`src/rtl/ldl_ram_pkg.sv`:
```
// Shared types, constants and the byte-lane merge helper for the ldl single-port RAM family.
package ldl_ram_pkg;

    typedef enum logic {
        IDLE  = 1'b0,
        CLEAR = 1'b1
    } clr_state_e;

    localparam int RDW_OLD = 0;
    localparam int RDW_NEW = 1;

    // Widest supported word; callers pad their operands up to it and truncate the result.
    localparam int MAX_DW = 256;
    localparam int MAX_IW = 8;

    function automatic logic [MAX_DW-1:0] lane_merge(
        input logic [MAX_DW-1:0] oldWord,
        input logic [MAX_DW-1:0] newWord,
        input logic [MAX_DW-1:0] laneEn,
        input int                bew
    );
        logic [MAX_DW-1:0] result;
        result = oldWord;
        for (int i = 0; i < MAX_DW; i++) begin
            if (laneEn[MAX_IW'(i / bew)]) begin
                result[MAX_IW'(i)] = newWord[MAX_IW'(i)];
            end
        end
        return result;
    endfunction

endpackage

```
`src/rtl/ldl_ram_clr_fsm.sv`:
```
// Clear engine: walks every word address once, driving the fill strobe and holding busy while it runs.
module ldl_ram_clr_fsm
    import ldl_ram_pkg::*;
#(
    parameter int DEPTH    = 10,
    parameter int AW       = $clog2(DEPTH),
    parameter int INIT_CLR = 1
) (
    input  logic          clk,
    input  logic          rst_n,
    input  logic          clr_i,
    output logic          busy_o,
    output logic          clrWe_o,
    output logic [AW-1:0] clrAddr_o
);

    localparam logic [AW-1:0] LAST_ADDR = AW'(DEPTH - 1);

    clr_state_e    state_q;
    logic [AW-1:0] cnt_q;
    logic          busy_q;

    // busy is tracked as its own register so it rises and falls on the same edges as the state.
    always_ff @(posedge clk or negedge rst_n) begin
        if (!rst_n) begin
            state_q <= (INIT_CLR != 0) ? CLEAR : IDLE;
            cnt_q   <= '0;
            busy_q  <= (INIT_CLR != 0);
        end else begin
            case (state_q)
                IDLE: begin
                    if (clr_i) begin
                        state_q <= CLEAR;
                        cnt_q   <= '0;
                        busy_q  <= 1'b1;
                    end
                end
                CLEAR: begin
                    if (cnt_q == LAST_ADDR) begin
                        state_q <= IDLE;
                        cnt_q   <= '0;
                        busy_q  <= 1'b0;
                    end else begin
                        cnt_q <= cnt_q + AW'(1);
                    end
                end
                default: begin
                    state_q <= IDLE;
                    cnt_q   <= '0;
                    busy_q  <= 1'b0;
                end
            endcase
        end
    end

    assign busy_o    = busy_q;
    assign clrWe_o   = busy_q;
    assign clrAddr_o = cnt_q;

endmodule

```
`src/rtl/ldl_p1ram_v2.sv`:
```
// Single-port synchronous RAM with byte-lane writes, 1- or 2-cycle read latency,
// selectable read-during-write result and a built-in clear engine.
module ldl_p1ram_v2
    import ldl_ram_pkg::*;
#(
    parameter int              DW       = 16,
    parameter int              BEW      = 8,
    parameter int              DEPTH    = 10,
    parameter int              AW       = $clog2(DEPTH),
    parameter int              RD_LAT   = 1,
    parameter int              RDW_MODE = 0,
    parameter int              INIT_CLR = 1,
    parameter logic [DW-1:0]   CLR_VAL  = '0
) (
    input  logic                clk,
    input  logic                rst_n,
    input  logic                clr,
    output logic                busy,
    input  logic                re,
    input  logic                we,
    input  logic [DW/BEW-1:0]   be,
    input  logic [AW-1:0]       addr,
    input  logic [DW-1:0]       din,
    output logic [DW-1:0]       dout,
    output logic                rvalid
);

    localparam int NB = DW / BEW;

    if (DW % BEW != 0) begin : gChkLanes
        $error("ldl_p1ram_v2: DW must be a multiple of BEW");
    end
    if (RD_LAT != 1 && RD_LAT != 2) begin : gChkLat
        $error("ldl_p1ram_v2: RD_LAT must be 1 or 2");
    end
    if (DEPTH < 2) begin : gChkDepth
        $error("ldl_p1ram_v2: DEPTH must be at least 2");
    end
    if (DW > MAX_DW) begin : gChkWidth
        $error("ldl_p1ram_v2: DW exceeds lane_merge capacity");
    end

    logic          clrWe;
    logic [AW-1:0] clrAddr;

    ldl_ram_clr_fsm #(
        .DEPTH    (DEPTH),
        .AW       (AW),
        .INIT_CLR (INIT_CLR)
    ) uClrFsm (
        .clk       (clk),
        .rst_n     (rst_n),
        .clr_i     (clr),
        .busy_o    (busy),
        .clrWe_o   (clrWe),
        .clrAddr_o (clrAddr)
    );

    logic [DW-1:0] mem [DEPTH];

    // A clear request in the same cycle wins over the user access, which is dropped.
    logic          accEn;
    logic          rdAcc;
    logic          wrAcc;
    logic          addrOk;
    logic [DW-1:0] oldWord;
    logic [DW-1:0] mergedWord;
    logic [DW-1:0] rdData1_d;

    assign accEn      = !busy && !clr;
    assign rdAcc      = accEn && re;
    assign wrAcc      = accEn && we;
    assign addrOk     = 32'(addr) < DEPTH;
    assign oldWord    = addrOk ? mem[addr] : '0;
    assign mergedWord = DW'(lane_merge(MAX_DW'(oldWord), MAX_DW'(din), MAX_DW'(be), BEW));

    always_comb begin
        rdData1_d = '0;
        if (addrOk) begin
            rdData1_d = (RDW_MODE == RDW_NEW && wrAcc) ? mergedWord : oldWord;
        end
    end

    always_ff @(posedge clk) begin
        if (clrWe) begin
            mem[clrAddr] <= CLR_VAL;
        end else if (wrAcc && addrOk) begin
            mem[addr] <= mergedWord;
        end
    end

    logic [DW-1:0] rdData1_q;
    logic          rdValid1_q;

    always_ff @(posedge clk or negedge rst_n) begin
        if (!rst_n) begin
            rdData1_q  <= '0;
            rdValid1_q <= 1'b0;
        end else begin
            rdValid1_q <= rdAcc;
            if (rdAcc) begin
                rdData1_q <= rdData1_d;
            end
        end
    end

    if (RD_LAT == 2) begin : gLat2
        logic [DW-1:0] rdData2_q;
        logic          rdValid2_q;

        // Second stage only loads when a read completes, so dout holds between reads.
        always_ff @(posedge clk or negedge rst_n) begin
            if (!rst_n) begin
                rdData2_q  <= '0;
                rdValid2_q <= 1'b0;
            end else begin
                rdValid2_q <= rdValid1_q;
                if (rdValid1_q) begin
                    rdData2_q <= rdData1_q;
                end
            end
        end

        assign dout   = rdData2_q;
        assign rvalid = rdValid2_q;
    end else begin : gLat1
        assign dout   = rdData1_q;
        assign rvalid = rdValid1_q;
    end

    logic unusedLanes;
    assign unusedLanes = (NB == 0);

endmodule

```
`config.mk`:
```
export PLATFORM = sky130hd
export DESIGN_NAME = ldl_p1ram_v2
export DESIGN_NICKNAME = d
export VERILOG_FILES = /design/src/rtl/ldl_ram_pkg.sv /design/src/rtl/ldl_ram_clr_fsm.sv /design/src/rtl/ldl_p1ram_v2.sv
export SDC_FILE = /design/constraint.sdc
export NUM_CORES = 1
export LEC_CHECK = 0
export ABC_AREA = 1
export BUFFER_PORTS_ARGS = -buffer_cell sky130_fd_sc_hd__buf_2
export CORE_ASPECT_RATIO = 0.7
export CORE_UTILIZATION = 55
export DETAILED_ROUTE_END_ITERATION = 16
export PLACE_DENSITY = 0.73
export SYNTH_ARGS = -nofsm -noshare
export SYNTH_HDL_FRONTEND = slang
export SYNTH_SLANG_ARGS = --single-unit
```
`constraint.sdc`:
```
create_clock -name clk -period 2.7 [get_ports clk]
set_input_delay 0.135 -clock clk [delete_from_list [all_inputs] [get_ports clk]]
set_output_delay 0.135 -clock clk [all_outputs]
set_load 0.03 [all_outputs]
```
==> results of run 1 <==
==> power by group through the flow <==
| stage | Combinational (mW) | Clock (mW) | Sequential (mW) |
|---|---|---|---|
| after global placement | 1.66 | 0 | 4.03 |
| final | 1.72 | 2.56 | 4.01 |
| after CTS | 1.71 | 2.57 | 4.01 |
| after global routing | 1.86 | 2.69 | 4.07 |
| after floorplan | 0.864 | 0 | 4.19 |
| after detailed placement | 1.69 | 0 | 4.06 |
==> timing repair <==
action                    in CTS  in global routing
hold endpoints to repair      24                  0
hold buffers                   2                  0
gates resized for setup        0                  0
==> state kept, by name, indices dropped and copies added (netlist names) <==
signal             flops
uClrFsm.busy_o         1
dout                  16
mem                  160
rvalid                 1
uClrFsm.state_q        1
uClrFsm.clrAddr_o      4
==> routing by layer <==
metal	global-route usage [%]	routed length, um	part of all wire, %
met5	0	0	0
met4	10.4	431	2.2
met3	5.45	1920	9.9
met2	46.3	9140	47
met1	38.1	7950	41
==> worst max path at each step <==
stage | from | to | slack [ns] | depth (start not counted)
after global routing | uClrFsm.busy_o$_DFFE_PN1P_ | mem[9][10]$_DFFE_PP_ | 0.30 | 7
after detailed placement | addr[0] | mem[0][4]$_DFFE_PP_ | 0.47 | 11
after floorplan | uClrFsm.busy_o$_DFFE_PN1P_ | mem[1][0]$_DFFE_PP_ | 0.38 | 8
after CTS | uClrFsm.busy_o$_DFFE_PN1P_ | mem[1][4]$_DFFE_PP_ | 0.54 | 7
final | uClrFsm.busy_o$_DFFE_PN1P_ | mem[1][3]$_DFFE_PP_ | 0.50 | 7
after global placement | addr[1] | mem[5][9]$_DFFE_PP_ | 0.56 | 10
==> cell usage after synthesis <==
library cell    n
inv_2           4
o21ai_4         1
nand3_2         1
o22ai_1         2
buf_6           1
nand3_4         1
o21ai_2         1
inv_1          92
nand2_1       224
nand3_1        67
buf_1           3
nand3b_4        1
nor2_1         90
a21oi_1        16
nor2_2          2
dfstp_2         2
buf_2          12
xor2_1          1
o21ai_1        14
edfxtp_1      160
dfrtp_1        21
buf_4           6
xnor2_1         1
ha_1            2
clkbuf_1       13
o21ai_0        41
==> final cells by class <==
class	count	area (um2)	area share, %
Timing Repair Buffer	80	520	5.71
Clock inverter	13	156	1.71
Inverter	96	360	3.95
Clock buffer	19	453	4.97
Sequential cell	183	5380	59.0
Multi-Input combinational cell	465	2010	22.0
Tap cell	190	238	2.61
==> logic make-up after synthesis <==
kind of cell | count (synthesis)
buffers and inverters | 131
AOI/OAI and AO/OA | 75
DFF | 183
xor gates and xnor gates | 2
adders and majority gates | 2
and+or+nand+nor | 386
==> critical path, stage by stage, from the launching register on <==
cell     delay [ns]
dfstp_2        0.38
inv_1          0.06
nand2_1        0.05
inv_1          0.16
nand3_4        0.16
inv_2          0.30
o21ai_0        0.16
a21oi_1        0.62
==> metrics by stage <==
stage / instances / hold slack [ns] / worst slack [ns] / area [um2] / util [%]
2_1_floorplan: 779 / -0.161 / 0.379 / 7930 / -
3_3_place_gp: 1012 / 0.119 / 0.557 / 8490 / 60.6
3_5_place_dp: 1012 / 0.146 / 0.468 / 8490 / 60.6
4_1_cts: 1046 / 0.216 / 0.536 / 9120 / 65.1
5_1_grt: 1046 / 0.271 / 0.299 / 9120 / 65.1
6_report: 1046 / 0.235 / 0.497 / 9120 / 65.1
==> results.json, run 1 <==
{
  "grt_max_degree": 70,
  "hpwl_um": 12200,
  "antenna_found_initial": 0,
  "antennaDiodeCount": 0,
  "tritoncts": "built",
  "synth_fa_ha_area_share_pct": 0.316,
  "grt_pass1_vias": 5585,
  "die_y_um": 102,
  "swShare_pct": 30.7,
  "fin_crit_ns": 2.20,
  "drc": 0,
  "status": "finished, final reports clean",
  "finalCritPeriodShare_pct": 81.6,
  "critPathRequiredTime_ns": 2.82,
  "endpoint_kind": "flip-flop",
  "core_um2": 14000,
  "layout.nets": 872,
  "fp.dieW_um": 146,
  "layout-drive-gt1-share_pct": 14.4,
  "grt_pass1_wl_um": 30400,
  "power_frac_comb_pct": 20.8,
  "place.gp.congestion": 0.910,
  "drt_wl_total_um": 19400,
  "r2r_start": "uClrFsm.busy_o$_DFFE_PN1P_",
  "setup_violations": 0,
  "rrSetupSlack_ns": 0.50,
  "synth_compound_area_share_pct": 4.96,
  "power.leakage_nw": 3.97,
  "synth_top_family_by_area": "simple AND/OR/NAND/NOR gates",
  "die-area_um2": 14900,
  "maxCapViolations": 0,
  "htree_levels": 4,
  "yosys.area_share.simple_pct": 19.9,
  "p_clk_share_pct": 30.8,
  "area_delta_synth_final_pct": 15.0,
  "clock_latency_ns": 0.44,
  "cts_buffer_depth": 2,
  "tightest_slew_ns": 1.01,
  "ys_types": 26,
  "via_per_inst": 5.50,
  "intPower_mw": 5.75,
  "cts_setup_buffers": 0,
  "ir_worst_vdd_uv": 533,
  "globalRouteTotalUtil_pct": 28.2,
  "synth_area_leaders": "edfxtp_1, nand2_1, dfrtp_1, inv_1, nor2_1",
  "yosysWarnings": 0,
  "worstSetupPathType": "reg -> reg",
  "clkSinkCount": 183,
  "power.total_mw": 8.29,
  "yosysSeqAreaShare_pct": 67.9,
  "synth_top_area_share_pct": 60.6,
  "cts.clk_slew.worst_paths_ns": 0.07,
  "ant_nets": 0,
  "wl_per_cell_um": 18.6,
  "path_max_fanout": 16,
  "synth_top_area_cell": "edfxtp_1",
  "hold_viol": 0,
  "critPathLaunchType": "flip-flop",
  "synth-xor-area-share_pct": 0.221,
  "max_freq_mhz": 454,
  "drt_iter0_drc": 534,
  "rr_endpoint": "mem[1][3]$_DFFE_PP_",
  "start_util_pct": 56.6,
  "clock_skew_ns": 0.0111,
  "num_vias": 5750,
  "fp-row-count": 36,
  "powerDensity_nw_per_um2": 909,
  "synth_area_um2": 7930,
  "switching_power_mw": 2.54,
  "slew_viol_final": 0,
  "syn_area_per_cell_um2": 10.2,
  "seqPwrFrac_pct": 48.4,
  "synthCells": 779,
  "crit_arrival_ns": 2.33,
  "mostFrequentLayoutCells": "nand2_1, edfxtp_1, inv_1, nor2_1, nand3_1",
  "cts_inserted_buffers": 17,
  "syn-num-nets": 808,
  "fillCellCount": 1042,
  "clockRootBuffer": "clkbuf_16",
  "synthMuxAreaShare_pct": 0,
  "hp-class": "in -> async",
  "grt_overflow": 0,
  "maxSlewHeadroom_pct": 32.4,
  "dr.pass1.iters": 7,
  "layout_commonest_cell": "nand2_1",
  "rsz0062_at_grt": "false",
  "ys_ff_latch": 183,
  "rr_worst_depth": 7,
  "io_pins": 45,
  "io_buffers": 44,
  "setup_tns_ns": 0
}
(Power assumes the default switching activity.)
==> run 2, diff against run 1 <==
--- a/config.mk
+++ b/config.mk
@@ -5,12 +5,12 @@
 export SDC_FILE = /design/constraint.sdc
 export NUM_CORES = 1
 export LEC_CHECK = 0
-export ABC_AREA = 1
+export ABC_AREA = 0
 export BUFFER_PORTS_ARGS = -buffer_cell sky130_fd_sc_hd__buf_2
 export CORE_ASPECT_RATIO = 0.7
 export CORE_UTILIZATION = 55
 export DETAILED_ROUTE_END_ITERATION = 16
-export PLACE_DENSITY = 0.73
+export PLACE_DENSITY = 0.76
 export SYNTH_ARGS = -nofsm -noshare
 export SYNTH_HDL_FRONTEND = slang
 export SYNTH_SLANG_ARGS = --single-unit
==> constraint.sdc (replaced) <==
create_clock -name clk -period 1.84 [get_ports clk]
set_input_delay 0.092 -clock clk [delete_from_list [all_inputs] [get_ports clk]]
set_output_delay 0.092 -clock clk [all_outputs]
set_load 0.03 [all_outputs]
==> results.json, run 2 <==
{
  "synth-xor-area-share_pct": 0.113,
  "yosys.cell_count.top_type": "edfxtp_1",
  "drt_iter0_drc": 534,
  "synth_top_area_cell": "edfxtp_1",
  "tritoncts": "built",
  "dr.pass1.iters": 5,
  "clock_latency_ns": 0.43,
  "finalCritPeriodShare_pct": 96.5,
  "p_clk_share_pct": 32.7,
  "worstSetupPathType": "reg -> reg",
  "setup_tns_ns": 0,
  "hpwl_um": 11700,
  "max_freq_mhz": 563,
  "cts_buffer_depth": 2,
  "path_max_fanout": 7,
  "synth_area_um2": 7780,
  "syn-num-nets": 529,
  "htree_levels": 4,
  "critPathRequiredTime_ns": 2.03,
  "syn_area_per_cell_um2": 15.6,
  "place.gp.congestion": 0.840,
  "layout-drive-gt1-share_pct": 30.5,
  "critPathLaunchType": "flip-flop",
  "synth_area_leaders": "edfxtp_1, mux2i_1, dfrtp_1, a22oi_1, a211oi_2",
  "synth_top_area_share_pct": 61.7,
  "start_util_pct": 57.7,
  "cts_setup_buffers": 0,
  "fp-row-count": 35,
  "via_per_inst": 6.13,
  "synthCells": 500,
  "area_delta_synth_final_pct": 21.1,
  "layout_commonest_cell": "edfxtp_1",
  "synth.top_cells.by_count": "edfxtp_1, mux2i_1, a21oi_1",
  "yosysSeqAreaShare_pct": 69.1,
  "io_buffers": 44,
  "fin_util_pct": 69.9,
  "endpoint_kind": "flip-flop",
  "hold_viol": 0,
  "swShare_pct": 29.4,
  "synth-edff-count": 160,
  "synth_top_family_by_area": "compound AO/OA/AOI/OAI gates",
  "globalRouteTotalUtil_pct": 26.3,
  "power.total_mw": 10.5,
  "mostFrequentLayoutCells": "edfxtp_1, mux2i_1, buf_4, buf_2, a21oi_1",
  "antennaDiodeCount": 0,
  "tightest_slew_ns": 1.13,
  "grt_pass1_vias": 4672,
  "intPower_mw": 7.42,
  "rsz0062_at_grt": "false",
  "die_y_um": 102,
  "ir_worst_vdd_uv": 701,
  "power_frac_comb_pct": 19.0,
  "maxSlewHeadroom_pct": 24.5,
  "fin_crit_ns": 1.78,
  "grt_overflow": 0,
  "hp-class": "in -> reg",
  "layout.nets": 623,
  "grt_max_degree": 34,
  "synth_fa_ha_area_share_pct": 0.321,
  "drc": 0,
  "power.leakage_nw": 3.47,
  "cts.clk_slew.worst_paths_ns": 0.07,
  "yosys.area_share.simple_pct": 5.29,
  "synthMuxAreaShare_pct": 10.5,
  "clkSinkCount": 183,
  "io_pins": 45,
  "wl_per_cell_um": 22.7,
  "fp.dieW_um": 144,
  "max_flop_register": "mem",
  "clockRootBuffer": "clkbuf_16",
  "antenna_found_initial": 0,
  "status": "finished, final reports clean",
  "switching_power_mw": 3.08,
  "crit_arrival_ns": 1.96,
  "ys_ff_latch": 183,
  "seqPwrFrac_pct": 48.3,
  "largest_register_ffs": 160,
  "die-area_um2": 14600,
  "ant_nets": 0,
  "ys.flop_type": "edfxtp_1",
  "core_um2": 13500,
  "slew_viol_final": 0,
  "synth_compound_area_share_pct": 11.8,
  "yosysWarnings": 0,
  "num_vias": 4856,
  "setup_violations": 0,
  "drt_wl_total_um": 18000,
  "maxCapViolations": 0,
  "ys_types": 37,
  "clock_skew_ns": 0.00961,
  "cts_inserted_buffers": 17,
  "grt_pass1_wl_um": 26900,
  "async_flop_share_pct": 12.6,
  "powerDensity_nw_per_um2": 1110
}
[run 2: cell types whose count changed after synthesis, moves of 18 or more]
| cell | previous run | this run |
|---|---|---|
| nor2b_1 | 0 | 21 |
| nand3_1 | 67 | 18 |
| a22oi_1 | 0 | 32 |
| o21ai_0 | 41 | 1 |
| mux2i_1 | 0 | 82 |
| nand2_1 | 224 | 2 |
| nor2_1 | 90 | 33 |
| inv_1 | 92 | 4 |
| a21oi_1 | 16 | 34 |
[run 2: cells by family after synthesis]
family          count (synthesis)
buf+inv                        37
xor+xnor                        1
fa+ha+maj                       2
flops                         183
compound gates                112
mux                            82
simple gates                   83
[run 2: worst max-delay path: stages (launching register included)]
cell and delay (ns):
dfstp_2 0.56, nor2_4 0.05, and3_4 0.19, a32oi_1 0.45, nor2_4 0.11, buf_12 0.17
[run 2: layer usage]
metal	routed length, um	track usage (%)	share of wire (%)
met5	0	0	0
met4	378	10.2	2.1
met3	1440	4.68	8.0
met2	7910	39.2	44
met1	8240	38.9	46
[run 2: power by group through the flow]
stage	Clock [mW]	Combinational, mW	Sequential (mW)
6_report	3.44	1.99	5.08
5_1_grt	3.64	2.15	5.12
4_1_cts	3.45	1.97	5.07
3_5_place_dp	0	1.95	5.16
3_3_place_gp	0	1.91	5.14
2_1_floorplan	0	1.05	5.39
[run 2: final timing paths]
path | startpoint | to | slack, ns | cells past startpoint
worst min-delay path | clr | uClrFsm.state_q$_DFF_PN1_ | 0.04 | 3
worst max register to register | uClrFsm.busy_o$_DFFE_PN1P_ | mem[8][15]$_DFFE_PP_ | 0.06 | 5
min in group asynchronous | rst_n | dout[6]$_DFFE_PN0P_ | 0.16 | 2
worst min register to register | dout[1]$_DFFE_PN0P_ | dout[1]$_DFFE_PN0P_ | 0.56 | 2
max in group asynchronous | rst_n | uClrFsm.busy_o$_DFFE_PN1P_ | 1.32 | 2
worst max-delay path | uClrFsm.busy_o$_DFFE_PN1P_ | mem[8][15]$_DFFE_PP_ | 0.06 | 5
[run 2: area by class of cell]
type                       count  area, um2
timing repair buffer         108        891
fill                         907       4060
clock buffer                  18        429
clock inverter                14        138
sequential                   183       5380
tap                          185        231
inverter                       4       15.0
multi-input combinational    280       2340
[run 2: repair_timing]
item | 4_1_cts | 5_1_grt
gates resized for setup | 1 | 5
hold endpoints to repair | 23 | 0
hold buffers | 1 | 0
endpoints found under the setup margin | 96 | 128
[run 2: stage by stage]
stage | hold slack (ns) | cell area (um2) | setup WS, ns | cells
final | 0.0397 | 9420 | 0.0642 | 792
after detailed placement | 0.0845 | 8810 | -0.175 | 759
after global placement | 0.0710 | 8810 | -0.0951 | 759
after CTS | 0.0282 | 9400 | 0.00326 | 792
after global routing | 0.0893 | 9420 | 0.0135 | 792
after floorplan | -0.204 | 7920 | -0.0165 | 500
